**src/rtl/fpu754_defs.sv**
```systemverilog
// rtl/fpu754_defs.sv - shared FPU754 normalizer definitions
package fpu754_defs;

    localparam int FPU_EXP_W    = 8;
    localparam int FPU_BIG_STEP = 7;

    localparam logic [1:0] S_IDLE  = 2'd0;
    localparam logic [1:0] S_SHIFT = 2'd1;
    localparam logic [1:0] S_DONE  = 2'd2;

    typedef enum logic [1:0] {
        T_NONE   = 2'd0,
        T_ZERO   = 2'd1,
        T_NORM   = 2'd2,
        T_DENORM = 2'd3
    } term_e;

endpackage

```
**src/rtl/normalize32_step.sv**
```systemverilog
// rtl/normalize32_step.sv - one normalization evaluation (coarse, fine or terminate)
module normalize32_step
    import fpu754_defs::*;
#(
    parameter int EXP_W    = FPU_EXP_W,
    parameter int BIG_STEP = FPU_BIG_STEP
) (
    input  logic [31:0]      mant_i,
    input  logic [EXP_W-1:0] exp_i,
    output logic [31:0]      mant_o,
    output logic [EXP_W-1:0] exp_o,
    output logic [2:0]       step_o,
    output term_e            term_o
);

    // Priority: zero, already normalized, coarse step, fine step, denormal stop.
    // The exponent guards keep the working exponent from ever dropping below 1.
    always_comb begin
        mant_o = mant_i;
        exp_o  = exp_i;
        step_o = 3'd0;
        term_o = T_NONE;
        if (mant_i == '0) begin
            term_o = T_ZERO;
        end else if (mant_i[31]) begin
            term_o = T_NORM;
        end else if ((mant_i[31 -: BIG_STEP] == '0) && (exp_i > EXP_W'(BIG_STEP))) begin
            mant_o = mant_i << BIG_STEP;
            exp_o  = exp_i - EXP_W'(BIG_STEP);
            step_o = 3'(BIG_STEP);
        end else if (exp_i > EXP_W'(1)) begin
            mant_o = mant_i << 1;
            exp_o  = exp_i - EXP_W'(1);
            step_o = 3'd1;
        end else begin
            term_o = T_DENORM;
        end
    end

endmodule

```
**src/rtl/normalize32_seq.sv**
```systemverilog
// rtl/normalize32_seq.sv - multi-cycle 32-bit mantissa normalizer with handshakes
module normalize32_seq
    import fpu754_defs::*;
#(
    parameter int EXP_W    = FPU_EXP_W,
    parameter int BIG_STEP = FPU_BIG_STEP
) (
    input  logic             clk,
    input  logic             rst,
    input  logic             in_valid,
    output logic             in_ready,
    input  logic [31:0]      in_mant,
    input  logic [EXP_W-1:0] in_exp,
    output logic             out_valid,
    input  logic             out_ready,
    output logic [31:0]      out_mant,
    output logic [EXP_W-1:0] out_exp,
    output logic [4:0]       out_shift,
    output logic             out_zero,
    output logic             out_denorm
);

    logic [1:0]       state_q, state_d;
    logic [31:0]      mant_q, mant_d;
    logic [EXP_W-1:0] exp_q, exp_d;
    logic [4:0]       cnt_q, cnt_d;
    logic [31:0]      o_mant_q, o_mant_d;
    logic [EXP_W-1:0] o_exp_q, o_exp_d;
    logic [4:0]       o_shift_q, o_shift_d;
    logic             o_zero_q, o_zero_d;
    logic             o_denorm_q, o_denorm_d;

    logic [31:0]      step_mant;
    logic [EXP_W-1:0] step_exp;
    logic [2:0]       step_size;
    term_e            step_term;
    logic             accept;

    normalize32_step #(
        .EXP_W    (EXP_W),
        .BIG_STEP (BIG_STEP)
    ) u_step (
        .mant_i (mant_q),
        .exp_i  (exp_q),
        .mant_o (step_mant),
        .exp_o  (step_exp),
        .step_o (step_size),
        .term_o (step_term)
    );

    assign in_ready   = !rst && ((state_q == S_IDLE) || ((state_q == S_DONE) && out_ready));
    assign accept     = in_valid && in_ready;
    assign out_valid  = (state_q == S_DONE);
    assign out_mant   = o_mant_q;
    assign out_exp    = o_exp_q;
    assign out_shift  = o_shift_q;
    assign out_zero   = o_zero_q;
    assign out_denorm = o_denorm_q;

    // Next-state: load on accept (including back-to-back from DONE), step while shifting,
    // latch result registers on the terminating evaluation.
    always_comb begin
        state_d    = state_q;
        mant_d     = mant_q;
        exp_d      = exp_q;
        cnt_d      = cnt_q;
        o_mant_d   = o_mant_q;
        o_exp_d    = o_exp_q;
        o_shift_d  = o_shift_q;
        o_zero_d   = o_zero_q;
        o_denorm_d = o_denorm_q;
        case (state_q)
            S_IDLE, S_DONE: begin
                if (accept) begin
                    mant_d  = in_mant;
                    exp_d   = in_exp;
                    cnt_d   = '0;
                    state_d = S_SHIFT;
                end else if ((state_q == S_DONE) && out_ready) begin
                    state_d = S_IDLE;
                end
            end
            S_SHIFT: begin
                case (step_term)
                    T_NONE: begin
                        mant_d = step_mant;
                        exp_d  = step_exp;
                        cnt_d  = cnt_q + {2'b00, step_size};
                    end
                    T_ZERO: begin
                        state_d    = S_DONE;
                        o_mant_d   = '0;
                        o_exp_d    = '0;
                        o_shift_d  = '0;
                        o_zero_d   = 1'b1;
                        o_denorm_d = 1'b0;
                    end
                    default: begin
                        state_d    = S_DONE;
                        o_mant_d   = mant_q;
                        o_exp_d    = exp_q;
                        o_shift_d  = cnt_q;
                        o_zero_d   = 1'b0;
                        o_denorm_d = (step_term == T_DENORM);
                    end
                endcase
            end
            default: state_d = S_IDLE;
        endcase
    end

    // State and datapath registers; reset discards any in-flight operand.
    always_ff @(posedge clk or posedge rst) begin
        if (rst) begin
            state_q    <= S_IDLE;
            mant_q     <= '0;
            exp_q      <= '0;
            cnt_q      <= '0;
            o_mant_q   <= '0;
            o_exp_q    <= '0;
            o_shift_q  <= '0;
            o_zero_q   <= 1'b0;
            o_denorm_q <= 1'b0;
        end else begin
            state_q    <= state_d;
            mant_q     <= mant_d;
            exp_q      <= exp_d;
            cnt_q      <= cnt_d;
            o_mant_q   <= o_mant_d;
            o_exp_q    <= o_exp_d;
            o_shift_q  <= o_shift_d;
            o_zero_q   <= o_zero_d;
            o_denorm_q <= o_denorm_d;
        end
    end

endmodule

```
**config.mk**
```make
export PLATFORM = sky130hd
export DESIGN_NAME = normalize32_seq
export DESIGN_NICKNAME = d
export VERILOG_FILES = /design/src/rtl/fpu754_defs.sv /design/src/rtl/normalize32_step.sv /design/src/rtl/normalize32_seq.sv
export SDC_FILE = /design/constraint.sdc
export NUM_CORES = 1
export LEC_CHECK = 0
export ABC_AREA = 1
export CAP_MARGIN = 20
export CORE_AREA = 2 2 129 144
export DETAILED_ROUTE_END_ITERATION = 12
export DIE_AREA = 0 0 131 146
export SLEW_MARGIN = 10
export SYNTH_ARGS = -nofsm -noshare
export SYNTH_HDL_FRONTEND = slang
export SYNTH_SLANG_ARGS = --single-unit
```
**constraint.sdc**
```tcl
create_clock -name clk -period 4.11 [get_ports clk]
set_input_delay 0.822 -clock clk [delete_from_list [all_inputs] [get_ports clk]]
set_output_delay 0.822 -clock clk [all_outputs]
set_load 0.02 [all_outputs]
```
# == Word-level counts from Yosys, hierarchy flattened ==
# Index checks and enable logic that the tools add are counted.
# totals
reg_bits,94
input_bits,44
output_inout_bits,49
# classes
add_sub_neg,3
magnitude_cmp,2
n_eq_ne,11
n_mux,34
bitwise_logic,1
n_reduce_logical,17
# ops
operator,count
2-to-1 mux 32 bit,6
one-hot mux 32 bit (2 select lines),2
2-to-1 mux 8 bit,6
logical NOT 32 bit,1
one-hot mux 8 bit (2 select lines),2
one-hot mux 5 bit (2 select lines),2
2-to-1 mux 2 bit,7
2-to-1 mux 5 bit,2
"!= test 2 bit, second input constant",5
2-to-1 mux 3 bit,3
"> comparator 8 x 1 -> 1 bit, second input constant",1
"> comparator 8 x 3 -> 1 bit, second input constant",1
"subtractor 8 x 1 -> 8 bit, second input constant",1
"subtractor 8 x 3 -> 8 bit, second input constant",1
logical NOT 7 bit,1
AND reduction 6 bit,1
adder 5 x 3 -> 5 bit,1
"equality test 2 x 1 -> 1 bit, second input constant",2
"equality test 2 bit, second input constant",2
logical AND 1 bit,4
logical NOT 2 bit,2
one-hot mux 1 bit (2 select lines),2
one-hot mux 2 bit (2 select lines),1
AND reduction 2 bit,2
10 further kinds,10

# == Depth between registers and ports, before layout ==
# logic_depth
depth_word,8
ltp_mapped,16

# == By module ==
# A second synthesis with hierarchy kept.
# unflattened
hier_cells,891
hier_area_um2,5962.0
# by_module_without_submodules
module,n_inst,cells_each,area_per_inst_um2,seq_area_each_um2
normalize32_seq,1,504,4157.7,2352.3
normalize32_step,1,387,1804.2,0.0

# == Least setup slack after synthesis ==
# OpenSTA, ideal clock, no wires.
# synth_path
kind,register to register
start,reg exp_q[0]
end,reg cnt_q[4]
setup_ps,117
arrival_time_ps,2580
required_ps,3993
path_slack_ps,1413
path_stages_with_launch,17
n_path_buf,0
synth_period_minus_slack_ps,2697
cell_sequence,dfrtp_1 clkinv_1 ha_1 nor2_1 nor2_1 nand2_1 nand2_1 nor2_1 ha_1 inv_1 fa_1 or2_2 a21oi_1 xnor2_1 nor2_1 nand2_1 nand2_1
# synth_between
elab_chain_cells,8
elab_cells_between_ends,17
classes_between,1 x add/sub; 2 x order compare; 1 x eq/ne; 10 x mux; 3 x reduce/logical
# synth_rtl
item,line_no,source
"start, declared",normalize32_seq.sv:25,"logic [EXP_W-1:0] exp_q, exp_d;"
"start signal, assigned",normalize32_seq.sv:127,exp_q <= exp_d;
> comparator 8 x 1 -> 1 bit or > comparator 8 x 3 -> 1 bit (tied branches),"normalize32_step.sv:31, normalize32_step.sv:27",
2-to-1 mux 1 bit (tied with other cells),normalize32_step.sv:31,end else if (exp_i > EXP_W'(1)) begin
2-to-1 mux 3 bit or 2-to-1 mux 2 bit (tied branches),normalize32_step.sv:27,end else if ((mant_i[31 -: BIG_STEP] == '0) && (exp_i > EXP_W'(BIG_STEP))) begin
2-to-1 mux 3 bit or 2-to-1 mux 2 bit (tied branches),normalize32_step.sv:25,end else if (mant_i[31]) begin
2-to-1 mux 3 bit or 2-to-1 mux 2 bit (tied branches),normalize32_step.sv:23,if (mant_i == '0) begin
adder 5 x 3 -> 5 bit or logical NOT 2 bit (tied branches),"normalize32_seq.sv:88, normalize32_seq.sv:84",
2-to-1 mux 5 bit or != test 2 bit (tied branches),--,
one-hot mux 5 bit (2 select lines) or AND reduction 3 bit (tied branches),--,
"end signal, assigned",normalize32_seq.sv:128,cnt_q <= cnt_d;
"end, declared",normalize32_seq.sv:26,"logic [4:0] cnt_q, cnt_d;"
# Parallel ways exist; a longest one is shown, timed or not. The select of a mux whose other input is x is not followed.
# A chain may end at the register's enable or synchronous reset.

# == Final worst setup path ==
# layout_path
start,in out_ready
end,out in_ready
# layout_between
elab_chain_cells,3
# layout_rtl
item,line_no,source
"start, declared",normalize32_seq.sv:15,"input logic out_ready,"
logical AND 1 bit,normalize32_seq.sv:51,assign in_ready = !rst && ((state_q == S_IDLE) || ((state_q == S_DONE) && out_ready));
logical OR 1 bit,normalize32_seq.sv:51,
logical AND 1 bit,normalize32_seq.sv:51,
"end, declared",normalize32_seq.sv:11,"output logic in_ready,"
# Every way passes these cells.

==> flow_summary_export.csv <==
group,metric,value,unit
synth,synth_mux_area_share,0,%
worst_setup_path,critical-path-max-stage-delay,0.66,ns
worst_setup_path,crit_buf_inv,2,
synth,syn_area,5240,um2
pwr,peakVddDrop,259,uV
timing,tns,0,ns
finish,fin_util,37.3,%
grt,grt.overflow.total,0,
route,wl_per_cell,14.3,um
worst_setup_path,reg2reg_slack,1.12,ns
pwr,pwr_density_cell,745,nW/um2
placed_design,io_buffer_count,92,
worst_setup_path,critical_path.slowest_cell,"clkdlybuf4s50_1",
timing,timing.hold.ws,0.480,ns
clock_tree,clk_pin_slew,0.07,ns
worst_setup_path,crit_family,"buffers and inverters",
clock_tree,cts_setup_buffers,0,
synth,ys_ff_latch,94,
clock_tree,hold_buffers,0,
timing,tightest_slew,0.894,ns
synth,synth_top_family_by_area,"simple AND/OR/NAND/NOR gates",
finish,drive_gt1_share,4.91,%
worst_setup_path,crit_type,"in2out",
clock_tree,root_buffer,"clkbuf_16",
hold_path,hold_depth,2,
synth,syn_nets,793,
route,routed_wirelength,15000,um
worst_setup_path,crit_chain,"clkdlybuf4s50_1 > nor2_1 > nor3_1 > clkdlybuf4s50_1",
worst_setup_path,r2r-end,"cnt_q[4]",
placed_design,place_area,6280,um2
synth,synth_flop_cell,"dfrtp_1",
placed_design,routabilityCongestion,0.809,
clock_tree,cts_sinks,94,
worst_setup_path,regToRegStartpoint,"exp_q[0]",
grt,antenna_found_initial,0,
timing,finalHoldViolCount,0,
synth,synth_fa_ha_area_share,1.82,%
worst_setup_path,path_common_cell,"clkdlybuf4s50_1",
worst_setup_path,rr_worst_depth,16,
floorplan,die_width,131,um
floorplan,dieArea,19100,um2
worst_setup_path,crit_fanout,2,
worst_setup_path,start_kind,"input port",
run,drv_cap,0,
synth,synth_compound_area_share,7.50,%
floorplan,rows,51,
hold_path,min_from,"out_mant[7]",
synth,synth-seq-area-share,44.9,%
timing,slew_viol_final,0,
timing,rsz0062_at_grt,"no",
pwr,p_leak,3.20,nW
placed_design,dp_hpwl,9800,um
grt,grt_max_degree,58,
grt,grt_pass1_vias,4625,
timing,fmax,0.331,GHz
synth,yosys_warnings,0,
synth,synth.avg_cell_area,7.06,um2
synth,postSynth.asyncResetShare,100,%
floorplan,die_h,146,um
worst_setup_path,cp_data_arrival_time,2.20,ns
timing,fin_crit_sh,73.5,%
route,drt_iter0_markers,395,
hold_path,hold_class,"reg2reg",
worst_setup_path,end_kind,"output port",
timing,slew_headroom,40.4,%
finish,finalInstanceArea,6550,um2
clock_tree,htreeDepth,3,
floorplan,ioPinCount,93,
synth,synth_cell_types,28,
floorplan,start_util,29.8,%
synth,synth-edff-count,0,
finish,area_delta_synth_final,25.2,%
route,vias_per_cell,4.64,
run_status,status,"complete, no violations",
timing,fin_skew,0.00808,ns
finish,antennaDiodeCount,0,
clock_tree,cts_resized,0,
route,final_antenna_net_count,0,
synth,synthSimpleGateAreaFrac,36.6,%
clock_tree,insertion_delay,0.35,ns
route,drtPass1Iterations,7,
worst_setup_path,cp.required,3.29,ns
clock_tree,tritoncts,"done",
hold_path,hold_end,"out_mant[7]",
floorplan,core,17500,um2
synth,netlist_instances,742,
pwr,power,4.88,mW
synth,synth_xor_area_share,1.34,%
grt,grt_pass1_wl,24500,um
route,num_vias,4878,
timing,setup_viol,0,
finish,nets,861,
timing,period_needed,3.02,ns
grt,grtUsageTotal,16.3,%
clock_tree,cts_buffer_depth,2,
route,drc,0,
clock_tree,numCtsBuffers,9,
[kinds of logic after synthesis]
logic type / after synthesis
buffers and inverters: 86
AO/OA/AOI/OAI: 76
AND/OR/NAND/NOR: 471
flip-flops: 94
adder cells (fa/ha/maj): 7
XOR/XNOR: 8
[cell type report]
cell class | instances | area [um2]
Clock buffer | 14 | 264
Fill cell | 1903 | 11000
Inverter | 44 | 166
Tap cell | 238 | 298
Clock inverter | 1 | 5.00
Timing Repair Buffer | 99 | 986
Sequential cell | 94 | 2350
Multi-Input combinational cell | 562 | 2480
[registers in the layout (all words and copies together) (netlist names)]
name,cells
out_zero,1
out_denorm,1
state_q,2
exp_q,8
out_mant,32
cnt_q,5
mant_q,32
out_shift,5
out_exp,8
[worst min-delay path, cell delays in order, from the launching register on]
cell and delay (ns):
dfrtp_1 0.34, nand2_1 0.05, nand2_1 0.05
[layer usage]
| metal | up-vias | track usage, % | share of wire [%] |
|---|---|---|---|
| li1 | 2456 | - | - |
| met5 | - | 0 | 0 |
| met1 | 2285 | 22.2 | 47 |
| met4 | 0 | 4.68 | 1.5 |
| met2 | 120 | 26.3 | 48 |
| met3 | 17 | 3.20 | 4.0 |
[Yosys cell counts, types with 2 or more instances]
cell      number  area (um2)
a21oi_1        5        25.0
buf_1          3        11.3
buf_2         15        75.1
buf_4         12        90.1
buf_6          3        33.8
clkbuf_1       9        33.8
dfrtp_1       94        2350
ha_1           6        75.1
inv_1         38         143
inv_2          5        18.8
nand2_1      336        1260
nand3_1       68         340
nand4_1        3        18.8
nor2_1        49         184
nor2_2         3        18.8
nor2_4         3        33.8
nor3_1         2        10.0
o211ai_1       2        15.0
o21ai_0       41         205
o21ai_1       26         130
o21ai_2        2        17.5
or2_2          5        31.3
xor2_1         7        61.3
[layout by cell type (no fill, tap or decap), types with 6 or more instances in the layout]
cell and count:
buf_4 6, o21ai_1 26, clkdlybuf4s50_1 92, nor2_1 49, nand2_1 336, o21ai_0 41, inv_1 37, xor2_1 7
dfrtp_1 94, nand3_1 68, clkbuf_16 9, ha_1 6
[power by group]
part / switching, mW / leakage, nW / total [mW] / internal (mW)
Sequential: 0.387 / 1.21 / 1.68 / 1.30
Clock: 0.347 / 0.133 / 0.788 / 0.440
Combinational: 1.51 / 1.86 / 2.41 / 0.907
[per-stage QoR]
step	instances	setup WS [ns]
3_3_place_gp	1037	1.13
6_report	1052	1.09
3_5_place_dp	1037	1.08
2_1_floorplan	742	0.839
4_1_cts	1052	1.08
5_1_grt	1052	0.771
[worst max path at each step]
stage | from | end | cells past startpoint
after floorplan | rst | cnt_q[0] | 1
after global placement | out_ready | in_ready | 4
after detailed placement | out_ready | in_ready | 4
after CTS | out_ready | in_ready | 4
after global routing | exp_q[0] | cnt_q[4] | 16
final | out_ready | in_ready | 4
No activity file was read; power rests on OpenSTA's default activity.
